## config.mk

```make
export PLATFORM = sky130hd
export DESIGN_NAME = spi_reg_bridge_flat
export DESIGN_NICKNAME = d
export VERILOG_FILES = /design/src/rtl/spi_bridge_pkg.sv /design/src/rtl/spi_reg_bridge_if.sv /design/src/rtl/spi_reg_bridge_sync.sv /design/src/rtl/spi_reg_bridge.sv /design/src/flat_wrapper.sv
export SDC_FILE = /design/constraint.sdc
export NUM_CORES = 1
export LEC_CHECK = 0
export BUFFER_PORTS_ARGS = -buffer_cell sky130_fd_sc_hd__clkbuf_2
export CAP_MARGIN = 15
export CORE_MARGIN = 2
export CORE_UTILIZATION = 30
export DETAILED_ROUTE_END_ITERATION = 16
export PLACE_DENSITY = 0.52
export SYNTH_ARGS = -nofsm -noshare
export SYNTH_HDL_FRONTEND = slang
export SYNTH_SLANG_ARGS = --single-unit
```

## constraint.sdc

```tcl
create_clock -name SYS_CLK -period 2.8 [get_ports SYS_CLK]
set_clock_uncertainty 0.15 [all_clocks]
set_input_delay 0.14 -clock SYS_CLK [delete_from_list [all_inputs] [get_ports SYS_CLK]]
set_output_delay 0.14 -clock SYS_CLK [all_outputs]
set_load 0.01 [all_outputs]
```

## src/rtl/spi_bridge_pkg.sv

```systemverilog
// Shared opcodes and FSM encoding for the SPI-to-register-bus bridge.
package spi_bridge_pkg;

  // Command word opcode, taken from the top two bits of the first word.
  localparam logic [1:0] OP_NOP = 2'b00;
  localparam logic [1:0] OP_WR  = 2'b01;
  localparam logic [1:0] OP_RD  = 2'b10;

  // S_CMD_RD: read command seen, first register value not yet captured.
  typedef enum logic [1:0] {
    S_IDLE   = 2'd0,
    S_CMD_RD = 2'd1,
    S_RD     = 2'd2,
    S_WR     = 2'd3
  } state_e;

endpackage

```

## src/rtl/spi_reg_bridge_if.sv

```systemverilog
// Register bus between the bridge (master) and the register file (slave).
interface spi_reg_bridge_if #(
  parameter int ADDR_W = 10,
  parameter int WORD_W = 16
) ();

  logic [ADDR_W-1:0] reg_addr;
  logic [WORD_W-1:0] reg_wdata;
  logic              reg_we;
  logic              reg_re;
  logic [WORD_W-1:0] reg_rdata;

  modport master (
    output reg_addr, reg_wdata, reg_we, reg_re,
    input  reg_rdata
  );

  modport slave (
    input  reg_addr, reg_wdata, reg_we, reg_re,
    output reg_rdata
  );

endinterface

```

## src/rtl/spi_reg_bridge_sync.sv

```systemverilog
// Brings the asynchronous SPI pins into SYS_CLK and derives edge strobes.
// SPI_CLK and SSEL get three stages so the edge compare on [2:1] works on
// already-settled values; MOSI only needs two since it is sampled on a
// detected SPI_CLK edge, half an SPI period after it last changed.
module spi_sync (
  input  logic SYS_CLK,
  input  logic SYS_RST_N,
  input  logic SPI_CLK,
  input  logic SSEL,
  input  logic MOSI,
  output logic spi_rise,
  output logic spi_fall,
  output logic ssel_rise,
  output logic ssel_fall,
  output logic sel,
  output logic mosi_s
);

  logic [2:0] sclk_q;
  logic [2:0] ssel_q;
  logic [1:0] mosi_q;

  // Synchroniser chains. SSEL resets to 0 so that a master already holding
  // SSEL low across reset release produces no falling edge (no re-arm).
  always_ff @(posedge SYS_CLK or negedge SYS_RST_N) begin
    if (!SYS_RST_N) begin
      sclk_q <= '0;
      ssel_q <= '0;
      mosi_q <= '0;
    end else begin
      sclk_q <= {sclk_q[1:0], SPI_CLK};
      ssel_q <= {ssel_q[1:0], SSEL};
      mosi_q <= {mosi_q[0], MOSI};
    end
  end

  assign spi_rise  =  sclk_q[1] & ~sclk_q[2];
  assign spi_fall  = ~sclk_q[1] &  sclk_q[2];
  assign ssel_rise =  ssel_q[1] & ~ssel_q[2];
  assign ssel_fall = ~ssel_q[1] &  ssel_q[2];
  assign sel       = ~ssel_q[1];
  assign mosi_s    =  mosi_q[1];

endmodule

```

## src/rtl/spi_reg_bridge.sv

```systemverilog
// SPI mode-0 slave bridging an external master onto a generic register bus.
// First word of a frame is a command (opcode + address); following words are
// burst data with auto-incrementing address. WORD_W must be >= ADDR_W+2.
module spi_reg_bridge
  import spi_bridge_pkg::*;
#(
  parameter int                WORD_W  = 16,
  parameter int                ADDR_W  = 10,
  parameter logic [WORD_W-1:0] ID_WORD = 16'h4A53
) (
  input  logic             SYS_CLK,
  input  logic             SYS_RST_N,
  input  logic             SPI_CLK,
  input  logic             SSEL,
  input  logic             MOSI,
  output logic             MISO,
  spi_reg_bridge_if.master bus,
  output logic             frame_abort
);

  localparam int              CNT_W    = $clog2(WORD_W);
  localparam logic [CNT_W-1:0] LAST_BIT = CNT_W'(WORD_W - 1);

  logic spi_rise, spi_fall, ssel_rise, ssel_fall, sel, mosi_s;

  // Receive side
  logic              armed;
  logic [CNT_W-1:0]  bitcnt;
  logic [WORD_W-1:0] rx;
  logic              word_done;
  logic              abort_q;

  // Transmit side
  logic [WORD_W-1:0] tx;
  logic [WORD_W-1:0] pending, pending_nxt;

  // FSM and bus datapath
  state_e            state, state_nxt;
  logic [ADDR_W-1:0] addr, addr_nxt;
  logic [ADDR_W-1:0] raddr_q, raddr_nxt;
  logic [WORD_W-1:0] wdata_q, wdata_nxt;
  logic              we_q, we_nxt;
  logic              re_nxt;
  // [0] is the read strobe itself, [1] marks the cycle reg_rdata is valid.
  logic [1:0]        vld_pipe;

  logic [1:0]        op;
  logic [ADDR_W-1:0] cmd_addr;

  assign op       = rx[WORD_W-1 -: 2];
  assign cmd_addr = rx[ADDR_W-1:0];

  spi_sync u_sync (
    .SYS_CLK   (SYS_CLK),
    .SYS_RST_N (SYS_RST_N),
    .SPI_CLK   (SPI_CLK),
    .SSEL      (SSEL),
    .MOSI      (MOSI),
    .spi_rise  (spi_rise),
    .spi_fall  (spi_fall),
    .ssel_rise (ssel_rise),
    .ssel_fall (ssel_fall),
    .sel       (sel),
    .mosi_s    (mosi_s)
  );

  // Shift MOSI in on SPI rising edges; 'armed' blocks a frame that was cut by
  // reset until the master starts a fresh one with an SSEL falling edge.
  always_ff @(posedge SYS_CLK or negedge SYS_RST_N) begin
    if (!SYS_RST_N) begin
      armed     <= 1'b0;
      bitcnt    <= '0;
      rx        <= '0;
      word_done <= 1'b0;
      abort_q   <= 1'b0;
    end else begin
      word_done <= 1'b0;
      abort_q   <= 1'b0;
      if (ssel_fall) begin
        armed  <= 1'b1;
        bitcnt <= '0;
      end else if (ssel_rise) begin
        // A partial word is simply dropped; only the abort pulse remains.
        abort_q <= (bitcnt != '0);
        armed   <= 1'b0;
        bitcnt  <= '0;
      end else if (spi_rise && armed && sel) begin
        rx        <= {rx[WORD_W-2:0], mosi_s};
        bitcnt    <= (bitcnt == LAST_BIT) ? '0 : bitcnt + CNT_W'(1);
        word_done <= (bitcnt == LAST_BIT);
      end
    end
  end

  // MISO shifter: reload the pending word at frame start and at every word
  // boundary (bitcnt already wrapped to 0), otherwise shift out MSB first.
  always_ff @(posedge SYS_CLK or negedge SYS_RST_N) begin
    if (!SYS_RST_N) begin
      tx <= '0;
    end else if (ssel_fall) begin
      tx <= pending;
    end else if (spi_fall && armed) begin
      tx <= (bitcnt == '0) ? pending : {tx[WORD_W-2:0], 1'b0};
    end
  end

  // FSM state register.
  always_ff @(posedge SYS_CLK or negedge SYS_RST_N) begin
    if (!SYS_RST_N) state <= S_IDLE;
    else            state <= state_nxt;
  end

  // Next state, bus strobes and burst address. A word that completes on the
  // same cycle SSEL is released is still acted on before returning to idle.
  always_comb begin
    state_nxt   = state;
    addr_nxt    = addr;
    raddr_nxt   = raddr_q;
    wdata_nxt   = wdata_q;
    we_nxt      = 1'b0;
    re_nxt      = 1'b0;
    pending_nxt = pending;

    case (state)
      S_IDLE: begin
        if (word_done) begin
          case (op)
            OP_RD: begin
              state_nxt = S_CMD_RD;
              addr_nxt  = cmd_addr;
              raddr_nxt = cmd_addr;
              re_nxt    = 1'b1;
            end
            OP_WR: begin
              state_nxt = S_WR;
              addr_nxt  = cmd_addr;
            end
            default: ;
          endcase
        end
      end

      S_CMD_RD, S_RD: begin
        // Capture first so a coinciding word_done reads the next address.
        if (vld_pipe[1]) begin
          pending_nxt = bus.reg_rdata;
          addr_nxt    = addr + ADDR_W'(1);
          state_nxt   = S_RD;
        end
        if (word_done) begin
          raddr_nxt = addr_nxt;
          re_nxt    = 1'b1;
        end
      end

      S_WR: begin
        if (word_done) begin
          raddr_nxt = addr;
          wdata_nxt = rx;
          we_nxt    = 1'b1;
          addr_nxt  = addr + ADDR_W'(1);
        end
      end

      default: state_nxt = S_IDLE;
    endcase

    if (ssel_rise) state_nxt = S_IDLE;

    // Every frame opens with the ID word.
    if (state_nxt == S_IDLE) pending_nxt = ID_WORD;
  end

  // Datapath registers driven by the FSM.
  always_ff @(posedge SYS_CLK or negedge SYS_RST_N) begin
    if (!SYS_RST_N) begin
      addr     <= '0;
      raddr_q  <= '0;
      wdata_q  <= '0;
      we_q     <= 1'b0;
      vld_pipe <= '0;
      pending  <= ID_WORD;
    end else begin
      addr     <= addr_nxt;
      raddr_q  <= raddr_nxt;
      wdata_q  <= wdata_nxt;
      we_q     <= we_nxt;
      vld_pipe <= {vld_pipe[0], re_nxt};
      pending  <= pending_nxt;
    end
  end

  assign bus.reg_addr  = raddr_q;
  assign bus.reg_wdata = wdata_q;
  assign bus.reg_we    = we_q;
  assign bus.reg_re    = vld_pipe[0];
  assign frame_abort   = abort_q;
  assign MISO          = tx[WORD_W-1];

endmodule

```

## src/flat_wrapper.sv

```systemverilog
// flat-port wrapper written by rule: the top's interface ports become plain ports
module spi_reg_bridge_flat import spi_bridge_pkg::*;
#(
  parameter int                WORD_W  = 16,
  parameter int                ADDR_W  = 10,
  parameter logic [WORD_W-1:0] ID_WORD = 16'h4A53
)
  (SYS_CLK, SYS_RST_N, SPI_CLK, SSEL, MOSI, MISO, frame_abort, bus_reg_addr, bus_reg_wdata, bus_reg_we, bus_reg_re, bus_reg_rdata);
  spi_reg_bridge_if #(.ADDR_W(ADDR_W), .WORD_W(WORD_W)) bus_i ();
  input  logic SYS_CLK;
  input  logic SYS_RST_N;
  input  logic SPI_CLK;
  input  logic SSEL;
  input  logic MOSI;
  output logic MISO;
  output logic frame_abort;
  output wire logic [$bits(bus_i.reg_addr)-1:0] bus_reg_addr;
  output wire logic [$bits(bus_i.reg_wdata)-1:0] bus_reg_wdata;
  output wire logic [$bits(bus_i.reg_we)-1:0] bus_reg_we;
  output wire logic [$bits(bus_i.reg_re)-1:0] bus_reg_re;
  input wire logic [$bits(bus_i.reg_rdata)-1:0] bus_reg_rdata;
  assign bus_reg_addr = bus_i.reg_addr;
  assign bus_reg_wdata = bus_i.reg_wdata;
  assign bus_reg_we = bus_i.reg_we;
  assign bus_reg_re = bus_i.reg_re;
  assign bus_i.reg_rdata = bus_reg_rdata;
  spi_reg_bridge #(.WORD_W(WORD_W), .ADDR_W(ADDR_W), .ID_WORD(ID_WORD)) u_core (.SYS_CLK(SYS_CLK), .SYS_RST_N(SYS_RST_N), .SPI_CLK(SPI_CLK), .SSEL(SSEL), .MOSI(MOSI), .MISO(MISO), .bus(bus_i), .frame_abort(frame_abort));
endmodule
```

==> results of run 1 <==
-- Yosys cell counts (10+ instances only) --
master,n
mux2_2,30
o21ai_0,38
buf_2,16
inv_1,14
nor3_1,10
dfrtp_1,97
mux2i_1,16
nand2_1,73
a21oi_1,28
nor2_1,20
clkbuf_1,12
nand3_1,11
-- worst paths after layout --
kind                                         start                       to  cells past startpoint
max                                  u_core.rx[14]       u_core.pending[12]                      6
min                                      SYS_RST_N       u_core.frame_abort                      2
max reg2reg                          u_core.rx[14]       u_core.pending[12]                      6
min reg2reg                u_core.u_sync.sclk_q[0]  u_core.u_sync.sclk_q[1]                      0
max in group asynchronous                SYS_RST_N        u_core.pending[6]                      3
min in group SYS_CLK       u_core.u_sync.sclk_q[0]  u_core.u_sync.sclk_q[1]                      0
-- metal layers --
layer | share of wire, % | GRT usage (%)
met2 | 47 | 22.08
met4 | 1.5 | 3.783
met1 | 47 | 18.49
met3 | 4.3 | 4.072
met5 | 0 | 0
-- through the flow --
stage | setup WS (ns) | area, um^2 | power, W
4_1_cts | 0.5082 | 5954 | 0.002944
5_1_grt | 0.3101 | 5954 | 0.003026
2_1_floorplan | 0.7586 | 5040 | 0.001642
3_5_place_dp | 0.5282 | 5480 | 0.001713
6_report | 0.4991 | 5954 | 0.002897
3_3_place_gp | 0.5539 | 5480 | 0.001710
-- repair_timing --
action,CTS,global route
resized for setup,0,0
endpoints found under the hold margin,62,0
hold buffers,20,0
-- worst register-to-register path, cell delays in order, from the launching register on --
cell,delay (ns)
dfrtp_1,0.36
inv_1,0.08
ha_1,0.32
and2b_1,0.28
o21ai_0,0.24
a221oi_4,0.62
a21oi_1,0.11
-- state kept, by name, summed over array words and instances (netlist names), 3 cells and up --
register,flops
u_core.addr,10
u_core.bitcnt,4
u_core.bus.reg_addr,10
u_core.bus.reg_wdata,16
u_core.pending,16
u_core.rx,16
u_core.tx,16
u_core.u_sync.sclk_q,3
u_core.u_sync.ssel_q,3
-- power by group --
part	internal (W)	total (W)	switching, W
Clock	0.000632	0.00120	0.000563
Sequential	0.00154	0.00156	0.0000242
Combinational	0.0000625	0.000140	0.0000771
Total	0.00223	0.00290	0.000664
-- cell families (layout without fill, tap and decap cells) --
logic type	count (synthesis)	count (layout)	synth area share, %
fa+ha+maj	9	9	2.234
simple gates	159	159	15.59
xor+xnor	4	4	0.6953
buf+inv	47	109	4.493
compound gates	117	117	15.29
flops	104	104	51.81
mux	46	46	9.881
-- cell type report --
class	count	share of cell area (%)
Timing Repair Buffer	79	8.951
Inverter	14	0.8825
Clock buffer	12	4.140
Tap cell	220	4.623
Multi-Input combinational cell	335	37.09
Sequential cell	104	43.85
Clock inverter	4	0.4623
==> run metrics, run 1 <==
final core occ 36.03%; Critical Path RT 2.85 ns; Worst path slowest cell a221oi_4; root buf cell clkbuf_16; Finished Layout Cells 768; RSZ-0062 raised after global routing false; critical path type flip-flop to flip-flop; CP Max Fanout 9; GRT overflow 0; Die Y 133.6 um; top area cells in the synthesized netlist dfrtp_1 48%, mux2_2 6.7%, nand2_1 5.4%; Synth warnings 0; initial antenna violation count 0; mapped cell area 5040 um^2; Syn-to-layout area delta 18.15%; Core ar. 16520 um^2; final max-slew violation count 0; Ports 51; crit start category flip-flop; syn nets 516; Setup-failing EPs final 0; largest net degree at the start of global routing 62; Clock Latency Late Sink 0.35 ns; commonest non-fill, non-tap cell in the layout dfrtp_1; element type at the critical path end flip-flop; Iter 0 DRT Violations 271; MaxCap Viol Count 0; Fmax 434.6 MHz; clk buf depth 2; Hold Path Class input pin to async pin; synth unique cells 65; drt pass-1 iters 6; CP cell instances inv_1 -> ha_1 -> and2b_1 -> o21ai_0 -> a221oi_4 -> a21oi_1; Die Width 133.6 um; Peak VDD IR 277.7 uV; ANT cells 0; first-pass GRT wire length 19890 um; number of flops mapped to enable cells by yosys 0; status finished clean; PortBufs 50; max_slew headroom 42.72%; row count 47; DRC violations left 0; fin crit period 2.301 ns; asr flop ratio synth 100.0%; worst-margin pin slew 0.8535 ns; GPL Wtd Cong 0.8090; post-detail-place hpwl 7961 um; worst hold slack 0.1935 ns; final cycle utilization of the critical path 82.18%; P_leak 2.657 nW; routed wire length per instance 15.29 um; CTS tree yes; Total Routed Length 11740 um; CTS buffer count 9; PwrDens 486.5 nW/um^2; Layout Nets 573; Storage cell area 2611 um^2; H-tree levels 3; syn_area_per_cell 10.37 um^2; TritonCTS sink count 104; area leader, netlist dfrtp_1; filler cell count 1662; total track usage 13.87%; number of global-route vias before repair 3834; worst stage delay on the critical path 0.62 ns; register area share after synthesis 51.81%; Inst Count DP 732; routed vias 3809; area occupied by multi-input gates 2208 um^2; Post-CTS Setup Bufs 0; worst path bufs/invs 1; Syn Inst Count 486; Final ANT Viol Nets 0; Hold Fails Final Rpt 0; Die Area 17850 um^2; Primary FF master, synth dfrtp_1; Vias per Instance 4.960; share of post-route cells with drive strength above 1 22.81%; share of the synthesized area in the top cell type 48.16%; synthesized flop and latch total 104; commonest non-fill, non-tap cells in the layout 97 x dfrtp_1, 73 x nand2_1, 49 x clkbuf_2, 38 x o21ai_0, 30 x mux2_2; WP data arrival 2.35 ns; Initial Utilization 30.50%; flop2flop setup slack 0.50 ns; critical path's top delay family compound AO/OA/AOI/OAI gates; TNS Setup 0 ns; clock transition at the registers of the reported paths 0.07 ns
Note: power is estimated with default switching activity, not from simulation.
==> inputs of run 2 (changes only) <==
--- a/config.mk
+++ b/config.mk
@@ -10,7 +10,7 @@
 export CORE_MARGIN = 2
 export CORE_UTILIZATION = 30
 export DETAILED_ROUTE_END_ITERATION = 16
-export PLACE_DENSITY = 0.52
+export PLACE_DENSITY = 0.54
 export SYNTH_ARGS = -nofsm -noshare
 export SYNTH_HDL_FRONTEND = slang
 export SYNTH_SLANG_ARGS = --single-unit
==> constraint.sdc (replaced) <==
create_clock -name SYS_CLK -period 2 [get_ports SYS_CLK]
set_clock_uncertainty 0.15 [all_clocks]
set_input_delay 0.1 -clock SYS_CLK [delete_from_list [all_inputs] [get_ports SYS_CLK]]
set_output_delay 0.1 -clock SYS_CLK [all_outputs]
set_load 0.01 [all_outputs]
==> run 2 against run 1 <==
Net effect: worst hold slack got worse by 0.062 ns; count of clock-buffer cells in the layout is 1 lower; clock power is 46% higher; maximum frequency increased by 19%; via count grew 2.8%; first-iteration DRC count increased by 4.4%; non-clock buffer count is 34 higher; sequential share of layout area fell by 2.7 points.
==> run metrics, run 2 (synthesis results as in run 1) <==
status finished clean; Peak VDD IR 534.2 uV; PwrDens 652.8 nW/um^2; GPL Wtd Cong 0.8873; CP Max Fanout 8; Final ANT Viol Nets 0; commonest non-fill, non-tap cells in the layout 97 x dfrtp_1, 73 x nand2_1, 49 x clkbuf_2, 38 x buf_4, 36 x o21ai_0; routed wire length per instance 15.27 um; Finished Layout Cells 801; row count 47; Core ar. 16520 um^2; crit start category flip-flop; MaxCap Viol Count 0; post-detail-place hpwl 8530 um; Layout Nets 607; clk buf depth 2; H-tree levels 3; RSZ-0062 raised after global routing true; commonest non-fill, non-tap cell in the layout dfrtp_1; total track usage 14.36%; root buf cell clkbuf_16; routed vias 3915; DRC violations left 0; Critical Path RT 2.15 ns; Switch Pwr 0.0009229 W; drt pass-1 iters 4; WP data arrival 2.08 ns; area occupied by multi-input gates 2293 um^2; fin crit period 1.936 ns; filler cell count 1639; P_leak 2.850 nW; Gate power share 5.1%; Hold Fails Final Rpt 0; initial antenna violation count 0; FF-to-FF path depth 6; number of global-route vias before repair 4010; Sw Share 22.26%; final core occ 38.43%; Clk pwr share 42.1%; TNS Setup 0 ns; ANT cells 0; Hold Path Class input pin to async pin; Iter 0 DRT Violations 283; PortBufs 50; share of post-route cells with drive strength above 1 29.43%; reg2reg end u_core.bus.reg_addr[9]; Vias per Instance 4.888; Setup-failing EPs final 0; largest net degree at the start of global routing 46; flop2flop setup slack 0.06 ns; Die Y 133.6 um; max_slew headroom 62.59%; Syn-to-layout area delta 26.02%; Fmax 516.6 MHz; Ports 51; first-pass GRT wire length 20180 um; element type at the critical path end flip-flop; final cycle utilization of the critical path 96.78%; final max-slew violation count 0; GRT overflow 0; Clock Latency Late Sink 0.35 ns; CTS tree yes; total power 0.004146 W; Storage cell area 2611 um^2; Reg2Reg Launch Point u_core.state[0]; part of the power in registers 52.8%; Initial Utilization 30.50%; Total Routed Length 12230 um; TritonCTS sink count 104; Die Width 133.6 um; CTS buffer count 9; Die Area 17850 um^2; clock transition at the registers of the reported paths 0.07 ns; worst-margin pin slew 0.5612 ns; Inst Count DP 763; critical path type flip-flop to flip-flop; cell internal pwr 0.003223 W
==> run 2: cell count changes in the layout (fill, tap and decap cells not counted), moves of 2 or more <==
cell / change
ha_4: +2
ha_1: -3
o21ai_0: -2
buf_6: +2
inv_1: -3
buf_4: +29
o311ai_0: -2
inv_2: +3
buf_12: +3
o311ai_1: +2
==> run 2: layout make-up <==
type	count	share of cell area [%]
Clock buffer	11	3.664
Clock inverter	4	0.8274
Inverter	14	0.8274
Multi-Input combinational cell	335	36.11
Sequential cell	104	41.11
Tap cell	220	4.334
Timing Repair Buffer	113	13.12
==> run 2: worst max-delay path: stages, from the launching register on <==
cell and delay [ns]:
dfrtp_1 0.39, inv_2 0.07, ha_4 0.31, or2b_1 0.23
or4_1 0.40, a32oi_1 0.18, mux2_2 0.16
==> run 2: power groups by stage <==
stage / registers, W / logic [W] / clock network (W)
floorplan: 0.00222 / 0.0000833 / 0
global placement: 0.00222 / 0.000183 / 0
detailed placement: 0.00223 / 0.000187 / 0
CTS: 0.00219 / 0.000219 / 0.00183
global route: 0.00219 / 0.000239 / 0.00193
finish: 0.00219 / 0.000212 / 0.00175
==> run 2: repair_timing <==
action / 4_1_cts / 5_1_grt
endpoints found under the setup margin: 25 / 29
resized for setup: 6 / 15
hold buffers: 20 / 0
pin swaps: 0 / 5
hold endpoints to repair: 62 / 0
setup buffers: 0 / 3
==> run 2: stage by stage <==
step	instance area, um^2	hold slack [ns]	worst slack (ns)
after CTS	6277	0.1430	0.02126
final	6351	0.1311	0.06437
after global placement	5757	-0.02904	-0.04575
after floorplan	5046	-0.3456	0.01675
after global routing	6351	0.1613	-0.02230
after detailed placement	5757	-0.01190	-0.1345
==> run 2: worst max path at each step <==
stage          slack (ns)             from  depth (start not counted)                     end
2_1_floorplan        0.02  u_core.state[0]                          8      u_core.pending[10]
3_3_place_gp        -0.05  u_core.state[0]                          7  u_core.bus.reg_addr[7]
3_5_place_dp        -0.13  u_core.state[0]                          7  u_core.bus.reg_addr[5]
5_1_grt             -0.02  u_core.state[1]                          6  u_core.bus.reg_addr[9]
6_report             0.06  u_core.state[0]                          6  u_core.bus.reg_addr[9]
4_1_cts              0.02  u_core.state[0]                          5       u_core.pending[1]
==> run 2: layer usage <==
| metal | track usage, % | share of wire [%] | up-vias |
|---|---|---|---|
| met4 | 4.905 | 1.2 | 0 |
| met5 | 0 | 0 | - |
| met2 | 23.65 | 50 | 67 |
| met3 | 4.072 | 3.1 | 15 |
| li1 | - | - | 1909 |
| met1 | 18.15 | 46 | 1924 |
==> inputs of run 3 (changes only) <==
--- a/config.mk
+++ b/config.mk
@@ -8,9 +8,9 @@
 export BUFFER_PORTS_ARGS = -buffer_cell sky130_fd_sc_hd__clkbuf_2
 export CAP_MARGIN = 15
 export CORE_MARGIN = 2
-export CORE_UTILIZATION = 30
+export CORE_UTILIZATION = 50
 export DETAILED_ROUTE_END_ITERATION = 16
-export PLACE_DENSITY = 0.54
+export PLACE_DENSITY = 0.78
 export SYNTH_ARGS = -nofsm -noshare
 export SYNTH_HDL_FRONTEND = slang
 export SYNTH_SLANG_ARGS = --single-unit
==> run 3 against run 2 <==
Net effect: register-to-register slack lost 0.05 ns; worst hold slack gained 0.0021 ns; core utilization grew 25 points; die area shrank 39%; critical path depth is the same; combinational power shrank 2%; via count grew 2.2%; first-iteration DRC count shrank 32%; final cell count shrank 11%; sequential share of layout area grew 1.2 points; count of clock-buffer cells in the layout is the same; maximum frequency shrank 2.6%; largest cell class unchanged; highest routed layer unchanged.
==> run metrics, run 3 (synthesis results as in run 1) <==
routed wire length per instance 16.42 um; drt pass-1 iters 4; clock transition at the registers of the reported paths 0.10 ns; clk buf depth 2; Inst Count DP 670; Clk pwr share 37.8%; Gate power share 5.4%; first-pass GRT wire length 19270 um; TritonCTS sink count 104; crit start category flip-flop; Reg2Reg Launch Point u_core.state[1]; element type at the critical path end flip-flop; CTS buffer count 9; Iter 0 DRT Violations 193; Setup-failing EPs final 0; final max-slew violation count 0; pre-CTS setup slack -0.08030 ns; Peak VDD IR 444.2 uV; commonest non-fill, non-tap cells in the layout 97 x dfrtp_1, 73 x nand2_1, 49 x clkbuf_2, 37 x o21ai_0, 32 x buf_4; commonest non-fill, non-tap cell in the layout dfrtp_1; Die Y 104.4 um; Clock Latency Late Sink 0.37 ns; Total Routed Length 11640 um; P_leak 2.781 nW; GRT overflow 0; flop2flop setup slack 0.01 ns; setup ws final 0.01227 ns; CTS tree yes; status finished clean; WP data arrival 2.15 ns; number of global-route vias before repair 4042; max_slew headroom 61.21%; Placed Area 5590 um^2; fin crit period 1.988 ns; Ports 51; TNS Setup 0 ns; Fmax 503.1 MHz; DRC violations left 0; CP Max Fanout 8; largest net degree at the start of global routing 91; Core ar. 9774 um^2; ANT cells 0; part of the power in registers 56.8%; worst-margin pin slew 0.5804 ns; routed vias 4002; initial antenna violation count 0; Die Area 10900 um^2; Layout Nets 601; GPL Wtd Cong 0.8920; root buf cell clkbuf_8; cell internal pwr 0.002986 W; reg2reg end u_core.bus.reg_addr[9]; Switch Pwr 0.0008623 W; share of post-route cells with drive strength above 1 30.90%; Hold Fails Final Rpt 0; PwrDens 624.1 nW/um^2; Final ANT Viol Nets 0; FF-to-FF path depth 6; critical path type flip-flop to flip-flop; row count 36; Hold Path Class input pin to async pin; Vias per Instance 5.645; PortBufs 50; Syn-to-layout area delta 22.34%; MaxCap Viol Count 0; total track usage 22.03%; Initial Utilization 51.56%; Die Width 104.4 um; final cycle utilization of the critical path 99.39%; worst hold slack 0.1331 ns; Finished Layout Cells 709; Critical Path RT 2.16 ns; post-detail-place hpwl 7797 um; H-tree levels 3; Sw Share 22.41%; RSZ-0062 raised after global routing true; fin area 6166 um^2
[run 3: cell types whose count changed in the layout (fill, tap and decap cells not counted), moves of 2 or more]
| cell | previous run | this run |
|---|---|---|
| a21oi_1 | 27 | 19 |
| a21oi_2 | 2 | 10 |
| buf_4 | 38 | 32 |
| clkbuf_16 | 9 | 0 |
| clkbuf_8 | 0 | 10 |
| inv_6 | 2 | 0 |
| nand3_1 | 10 | 4 |
| nand3_2 | 2 | 8 |
| o21ai_1 | 3 | 1 |
| o21ai_2 | 0 | 2 |
| o311ai_0 | 0 | 2 |
| o311ai_1 | 2 | 0 |
[run 3: metrics by stage]
step	util [%]	total power (W)
6_report	63.08	0.003848
5_1_grt	63.08	0.003994
2_1_floorplan	-	0.002299
4_1_cts	61.75	0.003889
3_3_place_gp	57.19	0.002392
3_5_place_dp	57.19	0.002403
[run 3: metal layers]
| metal | share of wire, % | vias up | global-route usage, % |
|---|---|---|---|
| met5 | 0 | - | 0 |
| met4 | 2.0 | 0 | 7.819 |
| met3 | 4.5 | 17 | 4.386 |
| met2 | 50 | 106 | 37.82 |
| met1 | 43 | 1980 | 27.65 |
| li1 | - | 1899 | - |
[run 3: worst max path at each step]
stage	slack [ns]	start	to
2_1_floorplan	0.02	u_core.state[0]	u_core.pending[10]
3_3_place_gp	0.03	u_core.rx[14]	u_core.pending[6]
3_5_place_dp	-0.08	u_core.rx[14]	u_core.pending[4]
4_1_cts	0.005	u_core.rx[14]	u_core.pending[11]
5_1_grt	-0.07	u_core.state[0]	u_core.bus.reg_addr[9]
6_report	0.01	u_core.state[1]	u_core.bus.reg_addr[9]
[run 3: final cells by class]
class / instances / area (um^2)
fill: 793 / 3608
sequential: 104 / 2611
multi-input combinational: 335 / 2335
timing repair buffer: 107 / 778.2
tap: 133 / 166.4
clock buffer: 11 / 141.4
clock inverter: 5 / 81.33
inverter: 14 / 52.55
[run 3: what timing repair did]
action                                 CTS  global route
resized for setup                        3            28
pin swaps                                0             3
buffers inserted                         0             1
endpoints found under the hold margin  123             0
setup endpoints to repair               19            22
cloned                                   0             1
hold buffers                            21             0
[run 3: critical path, cell delays in order, from the launching register on]
cell     delay, ns
dfrtp_1       0.36
inv_1         0.08
ha_4          0.31
or2b_1        0.22
or4_1         0.40
a32oi_1       0.23
mux2_4        0.17
[run 3: power groups by stage]
stage / Sequential (W) / Clock, W / Combinational (W)
3_5_place_dp: 0.00223 / 0 / 0.000177
2_1_floorplan: 0.00222 / 0 / 0.0000833
5_1_grt: 0.00219 / 0.00157 / 0.000235
4_1_cts: 0.00218 / 0.00149 / 0.000210
6_report: 0.00218 / 0.00146 / 0.000208
3_3_place_gp: 0.00222 / 0 / 0.000169
